`config.mk`:
```
export PLATFORM = sky130hd
export DESIGN_NAME = cosim_vec_seq
export DESIGN_NICKNAME = d
export VERILOG_FILES = /design/src/rtl/cosim_vec_seq.sv
export SDC_FILE = /design/constraint.sdc
export NUM_CORES = 1
export LEC_CHECK = 0
export ABC_AREA = 1
export CAP_MARGIN = 20
export CORE_MARGIN = 1
export CORE_UTILIZATION = 50
export DETAILED_ROUTE_END_ITERATION = 8
export PLACE_DENSITY = 0.95
export RECOVER_POWER = 50
export SLEW_MARGIN = 20
export SYNTH_ARGS = -nofsm -noshare
export SYNTH_HDL_FRONTEND = slang
export SYNTH_SLANG_ARGS = --single-unit
```
`constraint.sdc`:
```
create_clock -name clk -period 24.9 [get_ports clk]
set_clock_uncertainty 0.2 [all_clocks]
set_input_delay 4.98 -clock clk [delete_from_list [all_inputs] [get_ports clk]]
set_output_delay 4.98 -clock clk [all_outputs]
set_load 0.03 [all_outputs]
```
`src/rtl/cosim_vec_seq.sv`:
```
// rtl/cosim_vec_seq.sv - LFSR stimulus driver and MISR response compactor for a combinational DUT.
// Optional stall input enabled by macro COSIM_VEC_SEQ_HOLD_EN.
module cosim_vec_seq #(
  parameter int unsigned       WIDTH  = 128,
  parameter int unsigned       NVEC_W = 16,
  parameter logic [WIDTH-1:0]  SEED   = WIDTH'(1)
) (
  input  logic              clk,
  input  logic              rst,
  input  logic              start,
  input  logic [NVEC_W-1:0] nvec,
`ifdef COSIM_VEC_SEQ_HOLD_EN
  input  logic              hold,
`endif
  output logic [WIDTH-1:0]  dut_in,
  input  logic [WIDTH-1:0]  dut_out,
  output logic              busy,
  output logic              done,
  output logic [WIDTH-1:0]  signature,
  output logic [NVEC_W-1:0] vec_count
);

  // An all-zero LFSR would lock up, so a zero seed is replaced by 1.
  localparam logic [WIDTH-1:0] SEED_EFF = (SEED == '0) ? WIDTH'(1) : SEED;
  localparam logic [WIDTH-1:0] POLY     = WIDTH'(8'h87);

  typedef enum logic [1:0] {
    IDLE = 2'd0,
    RUN  = 2'd1,
    DONE = 2'd2
  } state_t;

  state_t            state;
  logic [NVEC_W-1:0] nvec_lat;
  logic              stall;

  function automatic logic [WIDTH-1:0] mulx(input logic [WIDTH-1:0] v);
    return {v[WIDTH-2:0], 1'b0} ^ (v[WIDTH-1] ? POLY : '0);
  endfunction

`ifdef COSIM_VEC_SEQ_HOLD_EN
  assign stall = hold;
`else
  assign stall = 1'b0;
`endif

  always_ff @(posedge clk or posedge rst) begin
    if (rst) begin
      state     <= IDLE;
      dut_in    <= SEED_EFF;
      signature <= '0;
      vec_count <= '0;
      nvec_lat  <= '0;
      busy      <= 1'b0;
      done      <= 1'b0;
    end else begin
      case (state)
        IDLE: begin
          if (start) begin
            signature <= '0;
            vec_count <= '0;
            if (nvec != '0) begin
              nvec_lat <= nvec;
              dut_in   <= SEED_EFF;
              busy     <= 1'b1;
              state    <= RUN;
            end else begin
              done  <= 1'b1;
              state <= DONE;
            end
          end
        end
        RUN: begin
          // A stalled cycle freezes everything, including the exit decision.
          if (!stall) begin
            signature <= mulx(signature) ^ dut_out;
            dut_in    <= mulx(dut_in);
            vec_count <= vec_count + NVEC_W'(1);
            if (vec_count == nvec_lat - NVEC_W'(1)) begin
              busy  <= 1'b0;
              done  <= 1'b1;
              state <= DONE;
            end
          end
        end
        DONE: begin
          done  <= 1'b0;
          state <= IDLE;
        end
        default: begin
          busy  <= 1'b0;
          done  <= 1'b0;
          state <= IDLE;
        end
      endcase
    end
  end

endmodule

```
# Yosys cells after proc, flatten, opt, wreduce, memory -nomap -nowiden
# Index checks and enable logic that the tools add are counted.
# Widths: inputs -> output; s select.
# totals
reg_bits	292
out_inout_bits	274
# op_classes
add_sub_neg	2
n_eq_ne	7
muxes	21
bitwise_logic	4
n_reduce_logical	9
# op_table
op	count
$pmux 128 s2	2
$mux 128	3
$xor 128x8->128	2
$xor 128x128->128	1
$pmux 16 s2	1
$add 16x1->16 const B	1
$eq 16x16->1	1
$mux 16	1
$mux 8	2
$reduce_bool 16->1	1
$sub 16x1->16 const B	1
$reduce_and 3->1	3
$ne 2x2->1 const B	4
$mux 1	6
$mux 2	3
$pmux 2 s2	1
$reduce_and 2->1	2
$reduce_and 4->1	1
$pmux 1 s3	1
$eq 2x1->1 const B	1
$eq 2x2->1 const B	1
$logic_not 2->1	1
$pmux 1 s2	1
$reduce_bool 2->1	1
$not 1->1	1

# Depth between registers and ports, before layout
# Gate-level depths: netlist of run 1.
# depth
word_depth	4
mapped_depth	16
mapped_depth_nobuf	16

# Least setup slack after synthesis of run 1
# Ideal clock, no wire load.
# synth_timing
kind	input to register
start	input port nvec[5]
end	register nvec_lat[10]
arrival_time_ps	6140
required_ps	24575
setup_slack_ps	18436
stages	5
n_path_buf	1
path_cell_list	nor4_1 nand4_1 nand2_1 buf_2 mux2_2
# synth_via
elab_chain_cells	2
# synth_lines
item	line	rtl
start: declaration	11	input logic [NVEC_W-1:0] nvec,
$reduce_bool 16->1	62	if (nvec != '0) begin
$reduce_and 3->1 (no line)	--	
end signal: assignment	63	nvec_lat <= nvec;
end: declaration	34	logic [NVEC_W-1:0] nvec_lat;
# Every way passes these cells.
# A chain may end at the register's enable or synchronous reset.

==> flow_summary.yaml, run 1 <==
status:
  status: "finished with violations"
  violations: "max-capacitance violations, max-slew violations"
synth:
  ys.flop_type: "dfrtp_1"
  synthArstFlopShare_pct: 100
  synth_cell_types: 36
  yosysSeqAreaShare_pct: 56.6
  syn_nets: 1420
  synth_seq_cells: 292
  syn_area_per_cell_um2: 10.2
  synth_commonest_cells: "291 x dfrtp_1, 211 x nand2_1, 165 x inv_1, 90 x o22ai_1, 85 x o21ai_0"
  ys_top_cells_by_area: "dfrtp_1 56%, nand2_1 6.1%, xnor2_1 5.7%, inv_1 4.8%, o22ai_1 4.4%"
  synth_most_common_cell: "dfrtp_1"
  synth_top_area_share_pct: 56.4
  syn_inst: 1271
  netlist_area_mm2: 0.0129
  yosysTopAreaCell: "dfrtp_1"
  synth_edf_count: 0
  yosys_warnings: 0
drt:
  drcViolationCount: 0
  wl_per_cell_um: 20.6
  routed_wl_mm: 41.8
  via_per_inst: 5.68
  dr_total_vias: 11513
  drt.antenna.violating_nets: 0
  firstDrtPassIters: 7
  dr.first_iter.drc_count: 821
clocking:
  cts_setup_buffers: 0
  ctsHoldBuffers: 0
  clkSinkCount: 292
  postCtsResizedCells: 0
  clock_path_buffers: 3
  cts_buffers: 30
  clkTransAtPathRegs_ns: 0.07
  cts_tree: "done"
  clk-insertion-delay-late_ns: 0.56
  htreeDepth: 1
  cts_root_buffer: "clkbuf_16"
power_and_ir_drop:
  clockPowerShare_pct: 21.9
  vdd_drop_max_mv: 0.102
  switching_power_w: 0.000931
  combPwrFrac_pct: 43.9
  netSwitchingFraction_pct: 43.2
  p_leak_nw: 8.06
  p_per_area_mw_per_mm2: 118
  p_seq_share_pct: 34.2
  intPower_w: 0.00122
placed_design:
  place_worst_setup_slack_ns: 16.42
  numPortBuffers: 420
  dp_hpwl_mm: 28.1
  place.gp.congestion: 0.896
  placed_cell_area_mm2: 0.0173
timing:
  setup-tns-final_ns: 0
  max_slew.worst_pin.slew_ns: 5.95
  hold_viol: 0
  finalCriticalPeriod_ns: 10.48
  setup_violations: 0
  rsz0062_at_grt: "no"
  period_share_pct: 42.1
  timing.final.ws_setup_ns: 14.42
  max_freq_ghz: 0.0954
  slew_headroom_pct: -299
  report.final.slew_viol_count: 227
  hold_ws_ns: 0.269
setup_path:
  end_kind: "async pin"
  cp.arrival_ns: 10.88
  crit_fanout: 132
  required_ns: 25.30
  crit_type: "in -> async"
  start_kind: "input port"
die:
  initial_core_util_pct: 51.1
  die_w_um: 163
  die_h_um: 163
  core_area_mm2: 0.0253
  design.die.area_mm2: 0.0265
  pin_count: 421
  rows: 58
global_routing:
  grt_max_degree: 133
  grt_overflow: 0
  antenna_found_initial: 3
  grt_usage_pct: 30.9
  grt_first_pass_wirelength_mm: 63.5
  grt_pass1_vias: 12002
final_layout:
  fin_nets: 1819
  final_cell_area_mm2: 0.0183
  num-fill-cells: 1624
  area_delta_synth_final_pct: 41.9
  drive_gt1_share_pct: 9.92
  finish.utilization_pct: 72.5
run:
  drv_cap: 3
hold_path:
  hold_path_class: "reg -> reg"
## registers in the layout, summed over array words and instances (netlist names)
register   cells
done           1
signature    128
vec_count     16
nvec_lat      16
state          2
busy           1
dut_in       128
## cell families (layout without fill, tap and decap cells)
logic type	Yosys count	count (layout)	share of synthesized area (%)
buffers and inverters	226	648	7.02
muxes	10	10	0.872
DFF	292	292	56.6
adders and majority gates	2	2	0.194
AOI/OAI and AO/OA	287	287	16.6
xor gates and xnor gates	92	92	6.24
and+or+nand+nor	362	362	12.5
other	0	3	0
## critical path, cell delays in order
cell and delay [ns]:
dlygate4sd3_1 0.56, clkinvlp_2 3.26, buf_4 1.11, buf_6 0.72
## layer usage
| layer | vias to the layer above | wire (um) | track usage [%] |
|---|---|---|---|
| met1 | 5663 | 15000 | 35.6 |
| met4 | 0 | 2440 | 17.1 |
| met2 | 625 | 20900 | 53.1 |
| met3 | 161 | 3460 | 7.28 |
| li1 | 5064 | - | - |
| met5 | - | 0 | 0 |
## final cells by class
class,count,area [um2],share of cell area (%)
Inverter,167,634,3.46
Sequential cell,292,7310,39.9
Multi-Input combinational cell,753,4670,25.5
Antenna cell,3,7.51,0.0410
Tap cell,330,413,2.25
Clock buffer,40,838,4.58
Timing Repair Buffer,426,4250,23.2
Clock inverter,15,196,1.07
## cell usage in the layout (no fill, tap or decap), types with 6 or more instances in the layout
cell type / instances
clkdlybuf4s50_1: 204
dlygate4sd3_1: 216
or2_2: 55
dfrtp_1: 291
inv_1: 164
nand2_1: 212
nand4_1: 6
xnor2_1: 84
o22ai_1: 94
nor3_1: 6
clkbuf_16: 30
o21ai_0: 85
a32o_1: 56
o22ai_2: 36
a21oi_1: 13
nor2_1: 45
xor2_1: 8
mux2_2: 10
nand3_1: 19
## path summary, 6_finish.rpt
path / start / cells past startpoint / end / slack (ns)
max in group clk: start / 9 / dut_in[76] / 14.66
min in group asynchronous: rst / 2 / signature[51] / 6.52
worst max-delay path: rst / 4 / dut_in[6] / 14.42
worst min register to register: done / 2 / done / 0.27
worst max register to register: state[0] / 8 / dut_in[76] / 19.11
worst min-delay path: done / 2 / done / 0.27
## through the flow
| step | instances | total power (W) |
|---|---|---|
| after global routing | 2026 | 0.00225 |
| after floorplan | 1271 | 0.00133 |
| after detailed placement | 1968 | 0.00170 |
| after global placement | 1968 | 0.00166 |
| after CTS | 2023 | 0.00218 |
| final | 2026 | 0.00216 |
## power by group through the flow
stage               Clock, W  Sequential [W]  Combinational [W]
finish              0.000472        0.000737           0.000947
global route        0.000497        0.000750            0.00101
CTS                 0.000476        0.000735           0.000969
detailed placement         0        0.000738           0.000958
global placement           0        0.000730           0.000932
floorplan                  0        0.000906           0.000423
(Power assumes the default switching activity.)
==> run 2, diff against run 1 <==
Settings changed: CORE_UTILIZATION 50 to 47, PLACE_DENSITY 0.95 to 0.9.
Clock period 24.9 ns to 9.8 ns, I/O delays scaled along.
==> flow_summary.yaml, run 2 (synthesized netlist as in run 1, its figures left out) <==
status:
  status: "finished with violations"
  violations: "max-capacitance violations, max-slew violations"
clocking:
  ctsHoldBuffers: 0
  cts_tree: "done"
  htreeDepth: 2
  clkTransAtPathRegs_ns: 0.06
  cts_buffers: 34
  cts_setup_buffers: 0
  clk-insertion-delay-late_ns: 0.51
  clock_path_buffers: 3
  cts_root_buffer: "clkbuf_16"
  postCtsResizedCells: 0
  clkSinkCount: 292
timing:
  report.final.slew_viol_count: 100
  setup-tns-final_ns: 0
  period_share_pct: 61.1
  finalCriticalPeriod_ns: 5.99
  max_slew.worst_pin.slew_ns: 2.44
  setup_violations: 0
  slew_headroom_pct: -62.9
  max_freq_ghz: 0.167
  rsz0062_at_grt: "no"
  hold_viol: 0
die:
  initial_core_util_pct: 47.9
  design.die.area_mm2: 0.0281
  pin_count: 421
  rows: 60
  die_h_um: 168
  die_w_um: 168
  core_area_mm2: 0.0270
global_routing:
  grt_overflow: 0
  grt_usage_pct: 27.6
  antenna_found_initial: 2
  grt_first_pass_wirelength_mm: 61.0
  grt_pass1_vias: 11312
  grt_max_degree: 179
setup_path:
  cp.arrival_ns: 6.12
  path_cells: "dlygate4sd3_1 -> inv_1 -> nand2_1 -> nand2_1 -> inv_1 -> nand2_1 -> inv_4 -> buf_4 -> o22ai_1"
  path_buf_inv: 5
  crit_type: "in -> reg"
  cpPeakStageDelay_ns: 1.06
  cpLargestDelayFamily: "buffers and inverters"
  required_ns: 9.94
  end_kind: "flop"
  critPathSlowestCell: "nand2_1"
  crit_fanout: 81
  start_kind: "input port"
  crit_path_frequent_cell: "nand2_1"
power_and_ir_drop:
  vdd_drop_max_mv: 0.236
  combPwrFrac_pct: 44.0
  p_seq_share_pct: 33.8
  p_leak_nw: 8.00
  switching_power_w: 0.00234
  clockPowerShare_pct: 22.2
  netSwitchingFraction_pct: 42.3
  intPower_w: 0.00318
  fin_total_pwr_w: 0.00552
  p_per_area_mw_per_mm2: 300
final_layout:
  fin_nets: 1824
  area_delta_synth_final_pct: 42.6
  largestRegisters: "dut_in x128, signature x128"
  final_common_cell: "dfrtp_1"
  drive_gt1_share_pct: 10.4
  layout_common_cells: "291 x dfrtp_1, 272 x clkdlybuf4s50_1, 212 x nand2_1"
placed_design:
  dp_hpwl_mm: 27.6
  numPortBuffers: 420
  place.gp.congestion: 0.937
drt:
  dr.first_iter.drc_count: 763
  drt.antenna.violating_nets: 0
  via_per_inst: 5.48
  dr_total_vias: 11186
  drcViolationCount: 0
  wl_per_cell_um: 19.4
  firstDrtPassIters: 5
  routed_wl_mm: 39.6
hold_path:
  hold_path_class: "reg -> reg"
run:
  drv_cap: 2
[run 2: tightest hold or removal path, cell delays in order, from the launching register on]
cell and delay (ns):
dfrtp_1 0.34, nand2_1 0.05, nand2_1 0.05
[run 2: worst paths after layout]
kind	to	slack, ns	cells after the start	start
worst min register to register	done	0.27	2	done
worst max-delay path	dut_in[107]	3.81	9	start
max in group asynchronous	signature[17]	4.75	4	rst
min in group asynchronous	nvec_lat[8]	2.65	3	rst
worst max register to register	dut_in[107]	5.35	8	state[1]
worst min-delay path	done	0.27	2	done
[run 2: cell type report]
cell class,count,area [um2]
diodes,1,2.50
clock buffers,47,960
clock inverters,14,123
fillers,1916,8530
inverters,167,638
multi-input cells,753,4690
flip-flops and latches,292,7310
well taps,341,427
repair buffers,427,4270
[run 2: stage by stage]
stage	instances	hold slack (ns)	utilization (%)	area, um2	worst slack (ns)
CTS	2041	0.280	68.4	18400	5.12
floorplan	1271	0.301	-	12900	3.77
global route	2042	0.308	68.3	18400	3.49
finish	2042	0.270	68.3	18400	3.81
detailed placement	1980	0.268	64.4	17300	4.60
global placement	1980	0.276	64.4	17300	4.67
[run 2: power groups by stage]
stage          combinational, W  sequential (W)  clock (W)
3_3_place_gp            0.00238         0.00186          0
4_1_cts                 0.00245         0.00186    0.00124
3_5_place_dp            0.00243         0.00187          0
2_1_floorplan           0.00107         0.00230          0
5_1_grt                 0.00257         0.00191    0.00129
6_report                0.00243         0.00187    0.00122
[run 2: layer usage]
metal  global-route usage, %  wire, um
met4                    14.8      2060
met5                       0        12
met3                    6.17      2700
met1                    33.5     15400
met2                    45.9     19400
